`src/rtl/reg_dump.sv`:
```
// reg_dump: walks a contiguous address range of a register file through one
// combinational read port. Each word is registered and streamed out over a
// valid/ready interface, tagged with the address it came from.
//
// Ports:
//   clk         system clock, all state updates on posedge
//   start       synchronous active-high reset, aborts any dump in flight
//   go          single-cycle dump request, only looked at in IDLE
//   first_addr  first address of the range, latched on go
//   last_addr   last address of the range (inclusive), latched on go
//   rd_addr     register-file read address (always equal to the pointer)
//   rd_data     combinational read data for rd_addr
//   dout        streamed data word
//   dout_addr   address dout was read from
//   dout_valid  dout/dout_addr hold a word
//   dout_ready  consumer accepts the word this cycle
//   busy        high while reading or draining
//   done        one-cycle pulse after the final word is accepted
//   count       words accepted in the current or most recent dump
module reg_dump #(
    parameter int pw = 4
) (
    input  logic          clk,
    input  logic          start,
    input  logic          go,
    input  logic [pw-1:0] first_addr,
    input  logic [pw-1:0] last_addr,
    output logic [pw-1:0] rd_addr,
    input  logic [7:0]    rd_data,
    output logic [7:0]    dout,
    output logic [pw-1:0] dout_addr,
    output logic          dout_valid,
    input  logic          dout_ready,
    output logic          busy,
    output logic          done,
    output logic [pw:0]   count
);

    typedef enum logic [1:0] {
        S_IDLE  = 2'd0,
        S_READ  = 2'd1,
        S_DRAIN = 2'd2,
        S_DONE  = 2'd3
    } state_t;

    state_t        state, state_nxt;
    logic [pw-1:0] ptr;
    logic [pw:0]   remaining;
    logic [pw-1:0] span;
    logic [pw:0]   len;
    logic          xfer;
    logic          load;
    logic          accept_go;

    // The modular subtraction gives 0..2**pw-1, so len spans 1..2**pw and
    // needs the extra bit; last == first-1 therefore means a full-depth dump.
    assign span      = last_addr - first_addr;
    assign len       = {1'b0, span} + {{pw{1'b0}}, 1'b1};

    assign xfer      = dout_valid & dout_ready;
    // The output register can take a new word when it is empty or being
    // emptied this cycle; that overlap is what sustains one word per cycle.
    assign load      = (state == S_READ) & (~dout_valid | dout_ready) & (remaining != '0);
    assign accept_go = (state == S_IDLE) & go;

    assign rd_addr   = ptr;

    // State register
    always_ff @(posedge clk) begin
        if (start) state <= S_IDLE;
        else       state <= state_nxt;
    end

    // Next-state logic
    always_comb begin
        state_nxt = state;
        case (state)
            S_IDLE:  if (go) state_nxt = S_READ;
            // Leave READ on the edge that loads the final word.
            S_READ:  if (load && remaining == {{pw{1'b0}}, 1'b1}) state_nxt = S_DRAIN;
            // Only the final word can be in the output register here.
            S_DRAIN: if (xfer) state_nxt = S_DONE;
            S_DONE:  state_nxt = S_IDLE;
            default: state_nxt = S_IDLE;
        endcase
    end

    // Output decode
    always_comb begin
        busy = 1'b0;
        done = 1'b0;
        case (state)
            S_READ, S_DRAIN: busy = 1'b1;
            S_DONE:          done = 1'b1;
            default:         ;
        endcase
    end

    // Datapath: pointer, remaining-word counter, output register, beat count
    always_ff @(posedge clk) begin
        if (start) begin
            ptr        <= '0;
            remaining  <= '0;
            dout       <= '0;
            dout_addr  <= '0;
            dout_valid <= 1'b0;
            count      <= '0;
        end else begin
            if (accept_go) begin
                ptr       <= first_addr;
                remaining <= len;
                count     <= '0;
            end

            if (load) begin
                dout       <= rd_data;
                dout_addr  <= ptr;
                dout_valid <= 1'b1;
                ptr        <= ptr + {{(pw-1){1'b0}}, 1'b1};
                remaining  <= remaining - {{pw{1'b0}}, 1'b1};
            end else if (xfer) begin
                dout_valid <= 1'b0;
            end

            // No transfer can happen in IDLE, so this never collides with
            // the clear on go acceptance.
            if (xfer) count <= count + {{pw{1'b0}}, 1'b1};
        end
    end

endmodule

```
`config.mk`:
```
export PLATFORM = sky130hd
export DESIGN_NAME = reg_dump
export DESIGN_NICKNAME = d
export VERILOG_FILES = /design/src/rtl/reg_dump.sv
export SDC_FILE = /design/constraint.sdc
export NUM_CORES = 1
export LEC_CHECK = 0
export CORE_UTILIZATION = 52
export DETAILED_ROUTE_END_ITERATION = 6
export PLACE_DENSITY = 0.91
export REMOVE_ABC_BUFFERS = 1
export SLEW_MARGIN = 20
export SYNTH_ARGS = -nofsm -noshare
export SYNTH_HDL_FRONTEND = slang
export SYNTH_SLANG_ARGS = --single-unit
```
`constraint.sdc`:
```
create_clock -name clk -period 4.1 [get_ports clk]
set_clock_uncertainty 0.15 [all_clocks]
set_input_delay 1.23 -clock clk [delete_from_list [all_inputs] [get_ports clk]]
set_output_delay 1.23 -clock clk [all_outputs]
set_load 0.01 [all_outputs]
```
# Yosys cells after proc, flatten, opt, wreduce, memory -nomap -nowiden

Index checks and enable logic that the tools add are counted.

$add $sub $neg: 5
Reductions and logical operators: 8
Bitwise operators: 6
Multiplexer cells: 14
Eq/ne operators: 7

Operators with widths:

| operator                                                                | count |
|---|---|
| 5-bit 2-to-1 mux                                                        | 4 |
| 4-bit 2-to-1 mux                                                        | 2 |
| 2-bit case mux with 4 select lines                                      | 1 |
| 2-bit 2-to-1 mux                                                        | 3 |
| 2-bit nonzero test                                                      | 3 |
| 4-bit by 1-bit adder with 5-bit output, second input constant           | 1 |
| 5-bit by 1-bit adder with 5-bit output, second input constant           | 1 |
| 5-bit by 1-bit equality test with 1-bit output, second input constant   | 1 |
| 5-bit nonzero test                                                      | 1 |
| 5-bit by 1-bit subtractor with 5-bit output, second input constant      | 1 |
| 4-bit by 1-bit adder with 4-bit output, second input constant           | 1 |
| 1-bit bitwise AND                                                       | 4 |
| 2-bit equality test, second input constant                              | 2 |
| 1-bit 2-to-1 mux                                                        | 4 |
| 2-bit inequality test, second input constant                            | 2 |
| 4-bit subtractor                                                        | 1 |
| 3-bit AND reduction                                                     | 1 |
| 2-bit by 1-bit equality test with 1-bit output, second input constant   | 1 |
| 2-bit logical NOT                                                       | 1 |
| 2-bit by 1-bit inequality test with 1-bit output, second input constant | 1 |
| 2-bit OR reduction                                                      | 1 |
| 1-bit logical AND                                                       | 1 |
| 1-bit inverter                                                          | 1 |
| 1-bit bitwise OR                                                        | 1 |

Input port bits: 20
Flip-flop bits (word level): 29
Output and inout port bits: 24
Word-level logic and storage cells: 47

# Logic depth before layout (Yosys ltp)

Gate-level depths: netlist (run 1).

Word-level depth: 7
Depth in mapped cells: 8

# Least setup slack after synthesis (run 1)

OpenSTA, ideal clock, no wires.

Path type: input port to flip-flop
From: input port last_addr[0]
To: register remaining[3]
Cell stages on the path: 8
Arrival time: 2614 ps
Path slack: 1205 ps
Required time: 3819 ps
Library setup time: 131 ps
Cell sequence: inv_1 > ha_1 > inv_1 > fa_1 > xnor2_1 > nor2_1 > a2111oi_0 > nor3_1

Word-level cells in the longest chain between the ends: 4

Ends and longest elaborated chain:

| what                                   | line | RTL |
|---|---|---|
| start, declared                        | 27   | `input logic [pw-1:0] last_addr,` |
| 4-bit subtractor                       | 57   | `assign span = last_addr - first_addr;` |
| 4-bit by 1-bit adder with 5-bit output | 58   | `assign len = {1'b0, span} + {{pw{1'b0}}, 1'b1};` |
| 5-bit 2-to-1 mux                       | 109  | `if (accept_go) begin` |
| 5-bit 2-to-1 mux                       | 115  | `if (load) begin` |
| end signal, assigned                   | 111  | `remaining <= len;` |
| end signal, assigned                   | 120  | `remaining <= remaining - {{pw{1'b0}}, 1'b1};` |
| end, declared                          | 48   | `logic [pw:0] remaining;` |

Every way passes these cells. The select of a mux whose other input is x is not followed.
A chain may end at the register's enable or synchronous reset.

# Final worst setup path (run 1)

From: input port first_addr[0]
To: register remaining[3]

Word-level cells in the longest chain between the ends: 4

Ends and longest elaborated chain:

| what                                   | line | RTL |
|---|---|---|
| start, declared                        | 26   | `input logic [pw-1:0] first_addr,` |
| 4-bit subtractor                       | 57   |  |
| 4-bit by 1-bit adder with 5-bit output | 58   |  |
| 5-bit 2-to-1 mux                       | 109  |  |
| 5-bit 2-to-1 mux                       | 115  |  |

Every way passes these cells. The select of a mux whose other input is x is not followed.

==> results of run 1 <==
critical path, stage by stage:
cell                              delay [ns]
sky130_fd_sc_hd__clkdlybuf4s50_1        0.52
sky130_fd_sc_hd__ha_1                   0.18
sky130_fd_sc_hd__inv_1                  0.05
sky130_fd_sc_hd__fa_1                   0.37
sky130_fd_sc_hd__xnor2_1                0.37
sky130_fd_sc_hd__nor2_1                 0.09
sky130_fd_sc_hd__a2111oi_0              0.46
sky130_fd_sc_hd__nor3_1                 0.09
Yosys cell counts (2+ instances only):
library cell                 n
sky130_fd_sc_hd__nor4_1      3
sky130_fd_sc_hd__ha_1       14
sky130_fd_sc_hd__nand3b_1    2
sky130_fd_sc_hd__a31oi_1     5
sky130_fd_sc_hd__o21ai_0     9
sky130_fd_sc_hd__clkbuf_1    5
sky130_fd_sc_hd__nand4_1     2
sky130_fd_sc_hd__nand2_1    35
sky130_fd_sc_hd__nand2b_1    2
sky130_fd_sc_hd__inv_1      11
sky130_fd_sc_hd__nor2_1      8
sky130_fd_sc_hd__nor2b_1     4
sky130_fd_sc_hd__or3_1       3
sky130_fd_sc_hd__xnor2_1     3
sky130_fd_sc_hd__a2111oi_0   2
sky130_fd_sc_hd__nor3_1      2
sky130_fd_sc_hd__a21oi_1    21
sky130_fd_sc_hd__dfxtp_1    29
sky130_fd_sc_hd__nand3_1     4
sky130_fd_sc_hd__a211oi_1    2
sky130_fd_sc_hd__buf_2       3
sky130_fd_sc_hd__a311oi_1    2
how the worst max path moves through the flow:
stage / from / end / slack (ns) / cells after the start
final: first_addr[0] / remaining[3]$_SDFFE_PP0P_ / 0.80 / 8
after global placement: first_addr[0] / remaining[3]$_SDFFE_PP0P_ / 0.61 / 8
after floorplan: last_addr[0] / remaining[3]$_SDFFE_PP0P_ / 1.20 / 8
after global routing: first_addr[0] / remaining[3]$_SDFFE_PP0P_ / 0.71 / 8
after CTS: first_addr[0] / remaining[3]$_SDFFE_PP0P_ / 0.86 / 8
after detailed placement: first_addr[0] / remaining[3]$_SDFFE_PP0P_ / 0.56 / 8
state kept, by name (all words and copies together), names as in the netlist:
register,count
dout_addr,4
dout_valid,1
state,2
count,5
remaining,5
dout,8
rd_addr,4
final cells by class:
cell class	instances	area, µm²
tap	42	52.55
multi-input combinational	146	958.4
clock inverter	1	30.03
inverter	11	41.29
sequential	29	580.6
clock buffer	7	55.05
fill	213	713.2
timing repair buffer	45	445.4
logic make-up after synthesis:
group	synth area share [%]
mux	0.6116
simple gates	23.63
compound gates	20.26
xor+xnor	2.141
fa+ha+maj	11.93
flops	35.47
buf+inv	5.963
metal layers:
metal	share of wire [%]	global-route usage [%]
met5	0	0
met4	3.1	11.22
met3	4.4	6.027
met2	50	41.22
met1	43	30.68
metrics by stage:
step	util [%]	area, µm²
final	75.21	2163
after floorplan	-	1580
after detailed placement	72.25	2078
after global placement	72.25	2078
after CTS	75.21	2163
after global routing	75.21	2163
power by group through the flow:
stage | clock [µW] | sequential (µW) | combinational, µW
global placement | 0 | 443 | 670
floorplan | 0 | 454 | 425
global route | 262 | 457 | 770
CTS | 248 | 444 | 703
finish | 244 | 446 | 705
detailed placement | 0 | 448 | 690
==> run metrics, run 1 <==
total power consumption of the routed design=1395 µW; number of clock sinks=29; final setup margin=0.7957 ns; initial antenna violation count=0; worst hold endpoint=dout[5]$_SDFFE_PP0P_; depth of the worst hold-timing path=2; initial core utilization=56.89%; leakage power figure=0.0008090 µW; flip-flop cell with the highest count after synthesis=sky130_fd_sc_hd__dfxtp_1; run status=finished, final reports clean; Post-layout nets=273; cell-internal power=821.6 µW; normalized max-slew margin=55.17%; final clock period utilization by the worst path=80.59%; unrepaired setup endpoints after global routing=false; DRT iter0 DRCs=83; Combinational Power Share=50.5%; sum of overflow across all layers after global routing=0; Post-Syn Instances=196; final wirelength=3.900 mm; count of cell types in the netlist=47; peak fanout along the critical path=4; Async S/R FF share, synth=0%; Syn-to-layout area delta=32.19%; Synth area leader=sky130_fd_sc_hd__dfxtp_1; placement row count=19; Critical Path Sink Type=register; Buffers on Ports=43; number of enable-type register cells in the synthesized netlist=0; HPWL after detailed placement=2.763 mm; average size of a mapped cell=8.350 µm²; register-to-register path setup slack=1.80 ns; count of max-cap constraint violations=0; Cell Pwr Density=645.0 mW/mm²; Hold Fails Final Rpt=0; num ports=44; Setup WS pre-CTS=0.5627 ns; vias per inst=5.680; Worst Reg2Reg Path Length in Cells=7; worst reg2reg endpoint=rd_addr[2]$_SDFFE_PP0P_; TritonCTS clock tree=yes; number of H-tree branching levels=2; part of the power in registers=32.0%; Setup Total Neg Slack=0 ns; all-layer global routing usage=24.92%; type of element launching the critical path=input pin; number of flip-flops and latches in the synthesized netlist=29; clock tree buffer depth=2; total via count after detailed routing=1596; number of standard cells in the layout, taps in and fillers out=281; CP Data Required Time=4.16 ns; instance count after placement with tap cells included=273; via count of the first global-routing pass=1458; Detailed Routing Iterations Pass 1=5; Setup violations, final=0; largest net degree at the start of global routing=24; fraction of synthesized cell area taken by the top area cell type=35.47%; Psw=573.7 µW; commonest non-fill, non-tap cells in the layout=43 x sky130_fd_sc_hd__clkdlybuf4s50_1, 35 x sky130_fd_sc_hd__nand2_1, 29 x sky130_fd_sc_hd__dfxtp_1; top cells by area, synth=sky130_fd_sc_hd__dfxtp_1 35%, sky130_fd_sc_hd__ha_1 11%, sky130_fd_sc_hd__nand2_1 8.0%; floorplan die height=58.10 µm; worst min-delay path class=register to register; worst reg2reg startpoint=state[1]$_SDFFE_PP0P_; residual antenna-violating net count after detailed routing=0; most common cell after layout, fill and taps aside=sky130_fd_sc_hd__clkdlybuf4s50_1; data arrival time of the critical path=3.36 ns; fraction of final layout cells with drive strength greater than 1=5.858%; routability congestion estimate from global placement=0.8701; timing-limited maximum frequency=302.6 MHz; hold buffer count at CTS=0; Post-CTS Resized=0; CORE AREA=0.002877 mm²; Syn. warnings=0; post-synthesis cell area=0.001637 mm²; maximum VDD drop=0.4561 mV; TritonCTS Buffers=5; shortest clock period the worst path allows after layout=3.304 ns; Post-CTS Setup Inserts=0; post-detailed-route DRC marker count=0; global-route wire length before repair=6.382 mm; switching share of power=41.12%; Worst Tran Pin Value=0.6631 ns; full die area=0.003376 mm²; clock-pin slew on the worst setup and hold paths=0.10 ns; die width=58.10 µm; Pins Over Slew Limit=0; worst hold slack=0.3052 ns; Wirelength per Cell=13.88 µm; CTS root buf=sky130_fd_sc_hd__clkbuf_4; latest clock arrival within the worst-skew pair=0.33 ns; Seq/Total Area, Yosys=35.47%; classification of the worst setup path=input pin to register; # diodes=0; portion of total power attributed to the clock network=17.5%; hold path startpoint=dout[5]$_SDFFE_PP0P_
No activity file was read; power rests on OpenSTA's default activity.
==> run 2: changes to the inputs <==
- CORE_UTILIZATION: 52 -> 43
- PLACE_DENSITY: 0.91 -> 0.81
- clock period: 4.1 -> 2.65 ns (I/O delays scaled with it)
==> run metrics, run 2 (synthesis results as in run 1) <==
Critical Path Sink Type=register; leakage power figure=0.0009190 µW; register name with the most flops=dout; Syn-to-layout area delta=44.50%; Crit. Startpoint=first_addr[2]; CP Data Required Time=2.69 ns; peak fanout along the critical path=3; hold buffer count at CTS=0; final wirelength=4.032 mm; routability congestion estimate from global placement=0.8462; clock-pin slew on the worst setup and hold paths=0.06 ns; post-detailed-route DRC marker count=0; floorplan die height=63.69 µm; initial core utilization=44.70%; via count of the first global-routing pass=1557; shortest clock period the worst path allows after layout=2.633 ns; TritonCTS clock tree=yes; clock tree buffer depth=2; Post-layout nets=285; Buffers on Ports=43; num ports=44; Cell Pwr Density=971.9 mW/mm²; number of clock sinks=29; worst min-delay path class=register to register; Setup violations, final=0; all-layer global routing usage=21.01%; run status=finished, final reports clean; HPWL after detailed placement=2.899 mm; largest registers=dout: 8 flops, count: 5 flops, remaining: 5 flops; CTS root buf=sky130_fd_sc_hd__clkbuf_8; global-route wire length before repair=6.720 mm; flip-flop count of the largest register after layout=8; maximum VDD drop=0.4588 mV; post-layout utilization of the core=64.59%; number of H-tree branching levels=2; count of max-cap constraint violations=0; type of element launching the critical path=input pin; largest net degree at the start of global routing=19; worst hold slack=0.3035 ns; DRT iter0 DRCs=47; worst reg2reg startpoint=remaining[0]$_SDFFE_PP0P_; Worst Tran Pin Value=0.5764 ns; classification of the worst setup path=input pin to register; sum of overflow across all layers after global routing=0; Post-CTS Setup Inserts=0; initial antenna violation count=0; most common cell after layout, fill and taps aside=sky130_fd_sc_hd__clkdlybuf4s50_1; die width=63.69 µm; full die area=0.004056 mm²; normalized max-slew margin=61.36%; total via count after detailed routing=1598; latest clock arrival within the worst-skew pair=0.27 ns; hold path startpoint=dout[7]$_SDFFE_PP0P_; data arrival time of the critical path=2.67 ns; vias per inst=5.344; total power consumption of the routed design=2298 µW; TritonCTS Buffers=5; Hold Fails Final Rpt=0; fraction of final layout cells with drive strength greater than 1=16.33%; placement row count=22; final clock period utilization by the worst path=99.35%; Pins Over Slew Limit=0; Fill cells=318; # diodes=0; area occupied by multi-input gates=0.001039 mm²; sequential cell area=580.6 µm²; commonest non-fill, non-tap cells in the layout=40 x sky130_fd_sc_hd__clkdlybuf4s50_1, 35 x sky130_fd_sc_hd__nand2_1, 29 x sky130_fd_sc_hd__dfxtp_1; CORE AREA=0.003661 mm²; Wirelength per Cell=13.48 µm; timing-limited maximum frequency=379.8 MHz; residual antenna-violating net count after detailed routing=0; Detailed Routing Iterations Pass 1=6
[run 2: critical path: stages]
cell and delay (ns):
sky130_fd_sc_hd__clkdlybuf4s50_1 0.48, sky130_fd_sc_hd__inv_1 0.08, sky130_fd_sc_hd__ha_4 0.25, sky130_fd_sc_hd__and3b_1 0.19
sky130_fd_sc_hd__or3_4 0.38, sky130_fd_sc_hd__buf_4 0.14, sky130_fd_sc_hd__a41o_1 0.22, sky130_fd_sc_hd__nor3_1 0.14
[run 2: worst paths after layout]
check | endpoint | slack [ns] | depth (start not counted)
setup / recovery | remaining[3]$_SDFFE_PP0P_ | 0.02 | 8
hold / removal | dout[7]$_SDFFE_PP0P_ | 0.30 | 2
setup reg to reg | remaining[2]$_SDFFE_PP0P_ | 0.37 | 8
hold reg to reg | dout[7]$_SDFFE_PP0P_ | 0.30 | 2
[run 2: layout make-up]
class                   count  area share (%)
clock buffers               7           4.074
clock inverters             1          0.2116
inverters                  11           1.746
multi-input cells         146           43.92
flip-flops and latches     29           24.55
well taps                  48           2.540
repair buffers             57           22.96
[run 2: where the power goes]
part | switching (µW) | internal, µW | leakage (µW)
Sequential | 128 | 561 | 0.000237
Combinational | 634 | 582 | 0.000628
Clock | 159 | 234 | 0.0000542
[run 2: what timing repair did]
action | CTS | global route
hold endpoints to repair | 0 | 0
pin swaps | 2 | 7
resized for setup | 5 | 14
endpoints found under the setup margin | 2 | 3
[run 2: per-stage QoR]
step | area [µm²] | TNS [ns] | setup slack [ns] | std cells
final | 2365 | 0 | 0.01732 | 299
after detailed placement | 2176 | -1.055 | -0.3386 | 291
after floorplan | 1580 | 0 | 0.1899 | 186
after global placement | 2176 | -0.8144 | -0.3047 | 291
after global routing | 2365 | -0.03967 | -0.03967 | 299
after CTS | 2300 | -0.004358 | -0.004358 | 299
[run 2: routing by layer]
metal	up-vias	share of wire, %	track usage, %
li1	806	-	-
met1	741	45	24.75
met2	47	50	38.16
met3	4	4.0	4.348
met4	0	0.57	5.114
met5	-	0	0
==> run 3: changes to the inputs <==
- CELL_PAD_IN_SITES_DETAIL_PLACEMENT: unset -> 0
- CELL_PAD_IN_SITES_GLOBAL_PLACEMENT: unset -> 1
- CORE_UTILIZATION: 43 -> 32
- PLACE_DENSITY: 0.81 -> 0.82
==> run metrics, run 3 (synthesis results as in run 1) <==
run status=finished, final reports clean; CP Data Required Time=2.72 ns; type of element launching the critical path=input pin; clock tree buffer depth=2; largest registers=dout: 8 flops, count: 5 flops, remaining: 5 flops; Setup Total Neg Slack=0 ns; routability congestion estimate from global placement=0.7934; Post-layout nets=286; Hold Fails Final Rpt=0; timing-limited maximum frequency=388.4 MHz; normalized max-slew margin=54.72%; global-route wire length before repair=6.410 mm; hold path startpoint=dout[6]$_SDFFE_PP0P_; number of standard cells in the layout, taps in and fillers out=319; Pins Over Slew Limit=0; register name with the most flops=dout; DRT iter0 DRCs=71; flip-flop count of the largest register after layout=8; vias per inst=4.931; Worst Reg2Reg Path Length in Cells=7; residual antenna-violating net count after detailed routing=0; worst reg2reg endpoint=rd_addr[2]$_SDFFE_PP0P_; post-layout utilization of the core=49.45%; depth of the worst hold-timing path=2; combined buffer and inverter count along the critical path=1; total power consumption of the routed design=2264 µW; CP max-delay cell=sky130_fd_sc_hd__clkdlybuf4s50_1; worst hold endpoint=dout[6]$_SDFFE_PP0P_; Buffers on Ports=43; TritonCTS Buffers=5; final clock period utilization by the worst path=97.17%; post-detailed-route DRC marker count=0; Cell Pwr Density=950.3 mW/mm²; latest clock arrival within the worst-skew pair=0.28 ns; worst min-delay path class=register to register; instance count after placement with tap cells included=311; num ports=44; full die area=0.005404 mm²; portion of total power attributed to the clock network=15.8%; total via count after detailed routing=1573; cell family contributing the most delay on the critical path=compound AO/OA/AOI/OAI gates; clock-pin slew on the worst setup and hold paths=0.06 ns; number of H-tree branching levels=2; Psw=946.2 µW; Detailed Routing Iterations Pass 1=4; initial core utilization=33.97%; CTS root buf=sky130_fd_sc_hd__clkbuf_8; initial antenna violation count=0; Setup WS pre-CTS=-0.3156 ns; data arrival time of the critical path=2.64 ns; # diodes=0; part of the power in registers=30.3%; floorplan die height=73.52 µm; register-to-register path setup slack=0.46 ns; number of clock sinks=29; placement row count=25; final wirelength=4.188 mm; maximum VDD drop=0.3695 mV; switching share of power=41.79%; peak fanout along the critical path=3; fraction of final layout cells with drive strength greater than 1=15.87%; Setup violations, final=0; commonest non-fill, non-tap cells in the layout=40 x sky130_fd_sc_hd__clkdlybuf4s50_1, 35 x sky130_fd_sc_hd__nand2_1, 29 x sky130_fd_sc_hd__dfxtp_1; hold buffer count at CTS=0; Syn-to-layout area delta=45.57%; all-layer global routing usage=15.71%; largest net degree at the start of global routing=22; via count of the first global-routing pass=1464; sum of overflow across all layers after global routing=0; count of max-cap constraint violations=0; classification of the worst setup path=input pin to register; Worst Tran Pin Value=0.6697 ns; leakage power figure=0.0009098 µW; CORE AREA=0.004817 mm²; worst reg2reg startpoint=state[1]$_SDFFE_PP0P_; cells along the critical path=clkdlybuf4s50_1, ha_1, and3b_1, o21ai_0, nand4_1, a31oi_1; die width=73.52 µm; Combinational Power Share=53.9%; Critical Path Sink Type=register; final setup margin=0.07504 ns; cell-internal power=1318 µW; shortest clock period the worst path allows after layout=2.575 ns; stage delay of the slowest cell on the critical path=0.54 ns; most common cell after layout, fill and taps aside=sky130_fd_sc_hd__clkdlybuf4s50_1; Wirelength per Cell=13.13 µm; Crit. Startpoint=last_addr[1]; TritonCTS clock tree=yes; HPWL after detailed placement=2.971 mm
run 3: what timing repair did:
action                                  CTS  global route
endpoints found under the setup margin    1             3
buffers inserted                          0             0
pin swaps                                 0             5
endpoints found under the hold margin     0             0
resized for setup                         2            16
run 3: worst max-delay path by stage:
stage / to / depth (start not counted)
final: remaining[4]$_SDFFE_PP0P_ / 6
after global routing: remaining[4]$_SDFFE_PP0P_ / 6
after CTS: remaining[3]$_SDFFE_PP0P_ / 7
after detailed placement: remaining[3]$_SDFFE_PP0P_ / 7
after global placement: remaining[3]$_SDFFE_PP0P_ / 9
after floorplan: remaining[3]$_SDFFE_PP0P_ / 8
run 3: layer usage:
layer  global-route usage (%)  routed length [µm]  up-vias
met4                    8.974                  75        0
met5                        0                   0        -
met2                    25.99                2072       38
li1                         -                   -      806
met1                    19.22                1871      723
met3                    2.606                 168        6
run 3: through the flow:
| step | area, µm² | hold slack [ns] |
|---|---|---|
| 2_1_floorplan | 1580 | 0.3209 |
| 5_1_grt | 2382 | 0.3237 |
| 4_1_cts | 2297 | 0.3071 |
| 3_5_place_dp | 2207 | 0.2980 |
| 6_report | 2382 | 0.3024 |
| 3_3_place_gp | 2207 | 0.2914 |
run 3: cell type report:
| class | instances | area [µm²] |
|---|---|---|
| clock inverter | 2 | 10.01 |
| tap | 67 | 83.83 |
| sequential | 29 | 580.6 |
| multi-input combinational | 146 | 1044 |
| clock buffer | 6 | 72.57 |
| inverter | 11 | 41.29 |
| fill | 505 | 2435 |
| timing repair buffer | 58 | 550.5 |
run 3: power groups by stage:
| stage | clock network, µW | registers [µW] | logic [µW] |
|---|---|---|---|
| after floorplan | 0 | 703 | 657 |
| after global placement | 0 | 693 | 1140 |
| after detailed placement | 0 | 694 | 1160 |
| after CTS | 373 | 685 | 1170 |
| after global routing | 382 | 707 | 1350 |
| final | 358 | 686 | 1220 |
run 3: worst min-delay path: stages (launching register included):
cell and delay, ns:
sky130_fd_sc_hd__dfxtp_1 0.31, sky130_fd_sc_hd__nand2_1 0.05, sky130_fd_sc_hd__a21oi_1 0.05
